## config.mk

```make
export PLATFORM = sky130hd
export DESIGN_NAME = fp_result_queue
export DESIGN_NICKNAME = d
export VERILOG_FILES = /design/src/rtl/fp_result_queue.sv
export SDC_FILE = /design/constraint.sdc
export NUM_CORES = 1
export LEC_CHECK = 0
export BUFFER_PORTS_ARGS = -buffer_cell sky130_fd_sc_hd__buf_2
export CORE_UTILIZATION = 57
export CTS_CLUSTER_DIAMETER = 50
export CTS_CLUSTER_SIZE = 10
export DETAILED_ROUTE_END_ITERATION = 7
export MAX_ROUTING_LAYER = met4
export PLACE_DENSITY = 0.8
export SKIP_CTS_REPAIR_TIMING = 1
export SLEW_MARGIN = 0
export SYNTH_ARGS = -nofsm -noshare
export SYNTH_HDL_FRONTEND = slang
export SYNTH_SLANG_ARGS = --single-unit
```

## constraint.sdc

```tcl
create_clock -name clk -period 2.4 [get_ports clk]
set_input_delay 0.12 -clock clk [delete_from_list [all_inputs] [get_ports clk]]
set_output_delay 0.12 -clock clk [all_outputs]
set_load 0.02 [all_outputs]
```

## src/rtl/fp_result_queue.sv

```systemverilog
// fp_result_queue: classifies FP ALU results as IEEE-754 single precision and
// buffers them in a small first-word-fall-through FIFO with valid/ready output.
module fp_result_queue #(
    parameter int DEPTH = 4,
    parameter int AW    = 2
) (
    input  logic          clk,
    input  logic          rst_n,
    input  logic          in_valid,
    output logic          in_ready,
    input  logic [2:0]    op,
    input  logic [31:0]   z,
    input  logic          gr,
    input  logic          ls,
    input  logic          eq,
    output logic          out_valid,
    input  logic          out_ready,
    output logic [2:0]    out_op,
    output logic [31:0]   out_z,
    output logic [2:0]    out_cmp,
    output logic [4:0]    out_class,
    output logic [AW:0]   count
);

    typedef struct packed {
        logic [2:0]  op;
        logic [31:0] z;
        logic [2:0]  cmp;
        logic [4:0]  cls;   // {illegal,nan,inf,zero,subnormal}
    } entry_t;

    localparam logic [AW:0] FULL = (AW+1)'(DEPTH);

    entry_t          mem [DEPTH];
    entry_t          wr_ent;
    entry_t          head;
    logic [AW-1:0]   wr_ptr, rd_ptr;
    logic            push, pop;
    logic [7:0]      e;
    logic [22:0]     m;

    // Full/empty come from the occupancy counter; pointers alone are ambiguous.
    assign in_ready  = (count != FULL);
    assign out_valid = (count != '0);
    assign push      = in_valid && in_ready;
    assign pop       = out_valid && out_ready;

    assign e = z[30:23];
    assign m = z[22:0];

    // Classify the incoming word and build the entry to be stored.
    always_comb begin
        wr_ent    = '0;
        wr_ent.op = op;
        wr_ent.z  = z;
        if (op[2]) begin
            // compare op keeps its flags; reserved ops are flagged illegal
            // but still carry z and flags through untouched
            wr_ent.cmp = {gr, ls, eq};
            if (op[1:0] != 2'b00)
                wr_ent.cls = 5'b10000;
        end else begin
            // arithmetic ops: flags are meaningless, class from exponent/fraction
            wr_ent.cmp = 3'b000;
            if (e == 8'hFF)
                wr_ent.cls = (m != '0) ? 5'b01000 : 5'b00100;
            else if (e == 8'h00)
                wr_ent.cls = (m != '0) ? 5'b00001 : 5'b00010;
        end
    end

    // Entry storage; contents are don't-care until written, so no reset.
    always_ff @(posedge clk) begin
        if (push)
            mem[wr_ptr] <= wr_ent;
    end

    // Pointer and occupancy bookkeeping; pointers wrap naturally at 2**AW.
    always_ff @(posedge clk or negedge rst_n) begin
        if (!rst_n) begin
            wr_ptr <= '0;
            rd_ptr <= '0;
            count  <= '0;
        end else begin
            if (push)
                wr_ptr <= wr_ptr + 1'b1;
            if (pop)
                rd_ptr <= rd_ptr + 1'b1;
            if (push && !pop)
                count <= count + 1'b1;
            else if (pop && !push)
                count <= count - 1'b1;
        end
    end

    // Fall-through head; outputs forced to zero while empty.
    always_comb begin
        head = '0;
        if (out_valid)
            head = mem[rd_ptr];
    end

    assign out_op    = head.op;
    assign out_z     = head.z;
    assign out_cmp   = head.cmp;
    assign out_class = head.cls;

endmodule

```

; Word-level counts from Yosys, hierarchy flattened
; Memories as Yosys holds them, arrays and structs flattened.
; Index checks and enable logic that the tools add are counted.
; Widths: inputs -> output; s select.
[op_classes]
addsub = 4
eq_ne = 2
n_mux = 11
n_reduce_logical = 11
[ops]
columns = cell, count
row1 = $mux 43, 1
row2 = $reduce_bool 23->1, 1
row3 = $eq 8x8->1 const B, 1
row4 = $logic_not 8->1, 1
row5 = $mux 4, 2
row6 = $mux 8, 1
row7 = $mux 3, 2
row8 = $mux 5, 1
row9 = $add 2x1->2 const B, 2
row10 = $logic_and 1x1->1, 4
row11 = $mux 2, 2
row12 = $reduce_bool 2->1, 2
row13 = $add 3x1->3 const B, 1
row14 = $ne 3x3->1 const B, 1
row15 = $reduce_bool 3->1, 1
row16 = $sub 3x1->3 const B, 1
row17 = $logic_not 1->1, 2
row18 = $mux 1, 2
[word_totals]
n_memories = 1
output_inout_bits = 48
inputBits = 42
wordCells = 32
ramBits = 172
regBits = 7
[mem_list]
columns = name, depth, width, rd, rd_clocked_by_memory_dff, wr, line
row1 = mem, 4, 43, 1, 0, 1, 34  ; entry_t mem [DEPTH];

; Logic depth before layout (Yosys ltp)
[logic_depth]
word_depth = 6
mapped_depth = 9
ltp_nobuf = 8

; Worst setup path before layout
; Ideal clock, no wire load.
[synth_path]
path_type = register to register
startpoint = reg count[0]
endpoint = mem mem[2][0] in the netlist's numbering, enable pin
path_slack_ns = 0.013
path_stages_with_launch = 4
required_time_ns = 1.995
n_path_buf = 0
synth_period_minus_slack_ns = 2.387
setup_ns = 0.405
arrival_time_ns = 1.982
cell_sequence = dfrtp_1 nor2_1 a21boi_2 and2_1
[synth_between]
elab_chain_len = 4
[synth_lines]
columns = item, line
row1 = from (decl), 22  ; output logic [AW:0] count
row2 = from (signal assigned), 90  ; count <= count + 1'b1;
row3 = from (signal assigned), 92  ; count <= count - 1'b1;
row4 = $ne 3x3->1, 43  ; assign in_ready = (count != FULL);
row5 = $logic_and 1x1->1, 45  ; assign push = in_valid && in_ready;
row6 = via push, 38  ; logic push, pop;
row7 = $mux 1, 74  ; if (push)
row8 = $mux 1 (not written as such), 75  ; mem[wr_ptr] <= wr_ent;
row9 = to (decl), 34
; The timed path passes the listed nets, and every way through them passes these cells.

; Worst setup path after layout
[layout_path]
startpoint = reg rd_ptr[0]
endpoint = out out_z[26]
[layout_between]
elab_chain_len = 2
[layout_lines]
columns = item, line
row1 = from (decl), 37  ; logic [AW-1:0] wr_ptr, rd_ptr;
row2 = from (signal assigned), 88  ; rd_ptr <= rd_ptr + 1'b1;
row3 = $mem_v2 4x43, -
row4 = $mux 43, 99  ; if (out_valid)
row5 = to (decl), 19  ; output logic [31:0] out_z,
; Every way passes these cells.

==> results.md <==
* CP endpoint: out_z[26]
* DRT Pass-1 Iters at 4
* Status: completed
* Most used flip-flop cell after synthesis: edfxtp_1
* Vias in the first global route at 3557
* Avg WL per Cell at 20.50 µm
* Fmax at 440.0 MHz
* Nets at 525
* Final Max Tran Viols at 0
* Fill count at 784
* GRT Util Overall at 21.88%
* Synth Instances at 334
* First-pass GRT wire length at 19400 µm
* PortBufs at 89
* R2R depth at 8
* Peak supply drop at 834.7 µV
* Hold WS at 0.04543 ns
* Height of the chip at 113.7 µm
* EDFF count, synth at 172
* HPWL Detailed at 7757 µm
* Post-synthesis async set-or-reset flop share at 3.911%
* Worst Path Required at 2.28 ns
* Initial Utilization at 58.73%
* Vias/cell at 5.530
* Core area at 12110 µm²
* Grt ovf at 0
* Tmin final at 2.273 ns
* Crit Path Max Fanout at 13
* Clk buf depth at 2
* Rows at 40
* Largest net degree at the start of global routing at 46
* # diodes at 0
* R2R setup slack at 0.34 ns
* Leakage power at 3.076 nW
* Total Wirelength at 13490 µm
* Antenna-violating nets left at 0
* Area share of the largest cell type after synthesis at 72.61%
* Top cells by area, synth: edfxtp_1 73%, mux4_2 12%, and2_1 4.5%
* Clk sinks at 179
* Ratio of cells with drive above 1 in the final layout at 36.33%
* Synth area leader: edfxtp_1
* Io pins at 90
* Max Cap Viol at 0
* Fin Clk Skew at 0.005044 ns
* Die Wd at 113.7 µm
* Initial antenna violation count at 0
* Post-Route Utilization at 71.86%
* Rel. slew slack at 58.99%
* Final hold viol count at 0
* Syn Area/Cell at 21.30 µm²
* Starting DRC count in detailed routing at 251
* GP Congestion at 0.7655
* Cts bufs inserted at 17
* Distinct cells, synth at 27
* Hold Crit Class: primary input to async pin
* Post-Syn Area at 7113 µm²
* Commonest non-fill, non-tap cells in the layout: 172 x edfxtp_1, 89 x buf_2, 47 x and2_1, 38 x mux4_2, 36 x dlygate4sd3_1
* Crit Reg-Reg Startpoint: count[2]$_DFFE_PN0P_
* Worst Path Arrival at 2.15 ns
* Syn_nets at 382
* RSZ-0062 raised after global routing: no
* Clk root buf: clkbuf_16
* Worst setup EP type: output port
* # setup viols final at 0
* TritonCTS clock tree: built
* Commonest non-fill, non-tap cell in the layout: edfxtp_1
* H-tree levels at 4
* Final period util at 94.70%
* Power per cell area at 1256 nW/µm²
* Via count at 3639
* Crit path from: rd_ptr[0]$_DFFE_PN0P_
* Reg clk slew, reported paths at 0.06 ns
* Synth warnings at 0
* Register area share after synthesis at 75.07%
* Remaining DRCs at 0
* Area growth syn-to-layout at 22.36%
* Total Power at 10.93 mW
* Setup CP Type: flop to output port
* Seq cells post-synth at 179
* Slew of the pin with the lowest slew margin at 0.6095 ns
* Die Area at 12930 µm²
* Worst skew pair latency at 0.43 ns
* Startpoint types: flop
* Reg2reg end: count[2]$_DFFE_PN0P_
## routing by layer
layer	up-vias	global-route usage (%)	part of all wire, %
li1	1637	-	-
met3	19	3.985	4.4
met5	-	-	0
met4	0	8.684	1.9
met2	116	35.16	52
met1	1867	28.12	42
## logic make-up after synthesis
family	Yosys count	synth area share, %
flip-flops	179	75.07
XOR/XNOR	6	0.7388
buffers and inverters	18	2.076
multiplexers	45	14.20
AO/OA/AOI/OAI	4	0.4046
adder cells (fa/ha/maj)	6	1.161
AND/OR/NAND/NOR	76	6.350
## power breakdown
part | switching [mW] | internal [mW] | leakage (nW) | total, mW
registers | 0.244 | 4.14 | 1.67 | 4.38
logic | 2.27 | 1.80 | 1.15 | 4.07
clock network | 1.08 | 1.40 | 0.261 | 2.48
total | 3.60 | 7.34 | 3.08 | 10.9
## area by class of cell
| cell class | instances | area (µm²) | area share, % |
|---|---|---|---|
| inverters | 3 | 11.26 | 0.1294 |
| well taps | 168 | 210.2 | 2.415 |
| flip-flops and latches | 179 | 5345 | 61.41 |
| multi-input cells | 137 | 1630 | 18.73 |
| clock buffers | 18 | 429.2 | 4.931 |
| repair buffers | 139 | 980.9 | 11.27 |
| clock inverters | 14 | 96.34 | 1.107 |
## worst max-delay path, cell delays in order, from the launching register on
cell	delay [ns]
dfrtp_4	0.59
buf_4	0.27
mux4_2	0.52
and2_1	0.18
buf_2	0.16
## state kept, by name (all words and copies together) (netlist names)
name	flops
count	3
wr_ptr	2
rd_ptr	2
mem	172
## worst min path at each step
stage	from	endpoint	slack, ns	cells after the start
6_report	rst_n	count[2]$_DFFE_PN0P_	0.05	2
3_5_place_dp	rst_n	count[2]$_DFFE_PN0P_	-0.04	1
4_1_cts	rst_n	count[2]$_DFFE_PN0P_	-0.50	1
3_3_place_gp	rst_n	count[1]$_DFFE_PN0P_	-0.04	1
2_1_floorplan	rst_n	count[0]$_DFFE_PN0P_	-0.18	0
5_1_grt	op[2]	mem[2][42]$_DFFE_PP_	0.06	1
## Yosys cell counts, types with 2 or more instances
master      n
dfrtp_1     7
xnor2_1     4
buf_2       6
xor2_1      2
mux4_1      5
nor3_1      4
nor2_1      3
mux2_2      2
edfxtp_1  172
ha_1        5
a21oi_1     2
inv_1       3
nand4_1     2
clkbuf_1    4
nor4_1      6
nand2_1     5
nand3_1     2
buf_12      4
mux4_2     38
and2_1     51
## stage by stage
stage,std cells,TNS [ns],setup slack (ns),instance area (µm²)
finish,658,0,0.1272,8703
global route,658,0,0.02075,8703
CTS,621,-0.4027,-0.08148,8328
detailed placement,589,0,0.3666,7802
global placement,589,0,0.4003,7802
floorplan,334,0,0.01336,7113
Power figures use the tool's default switching activity.
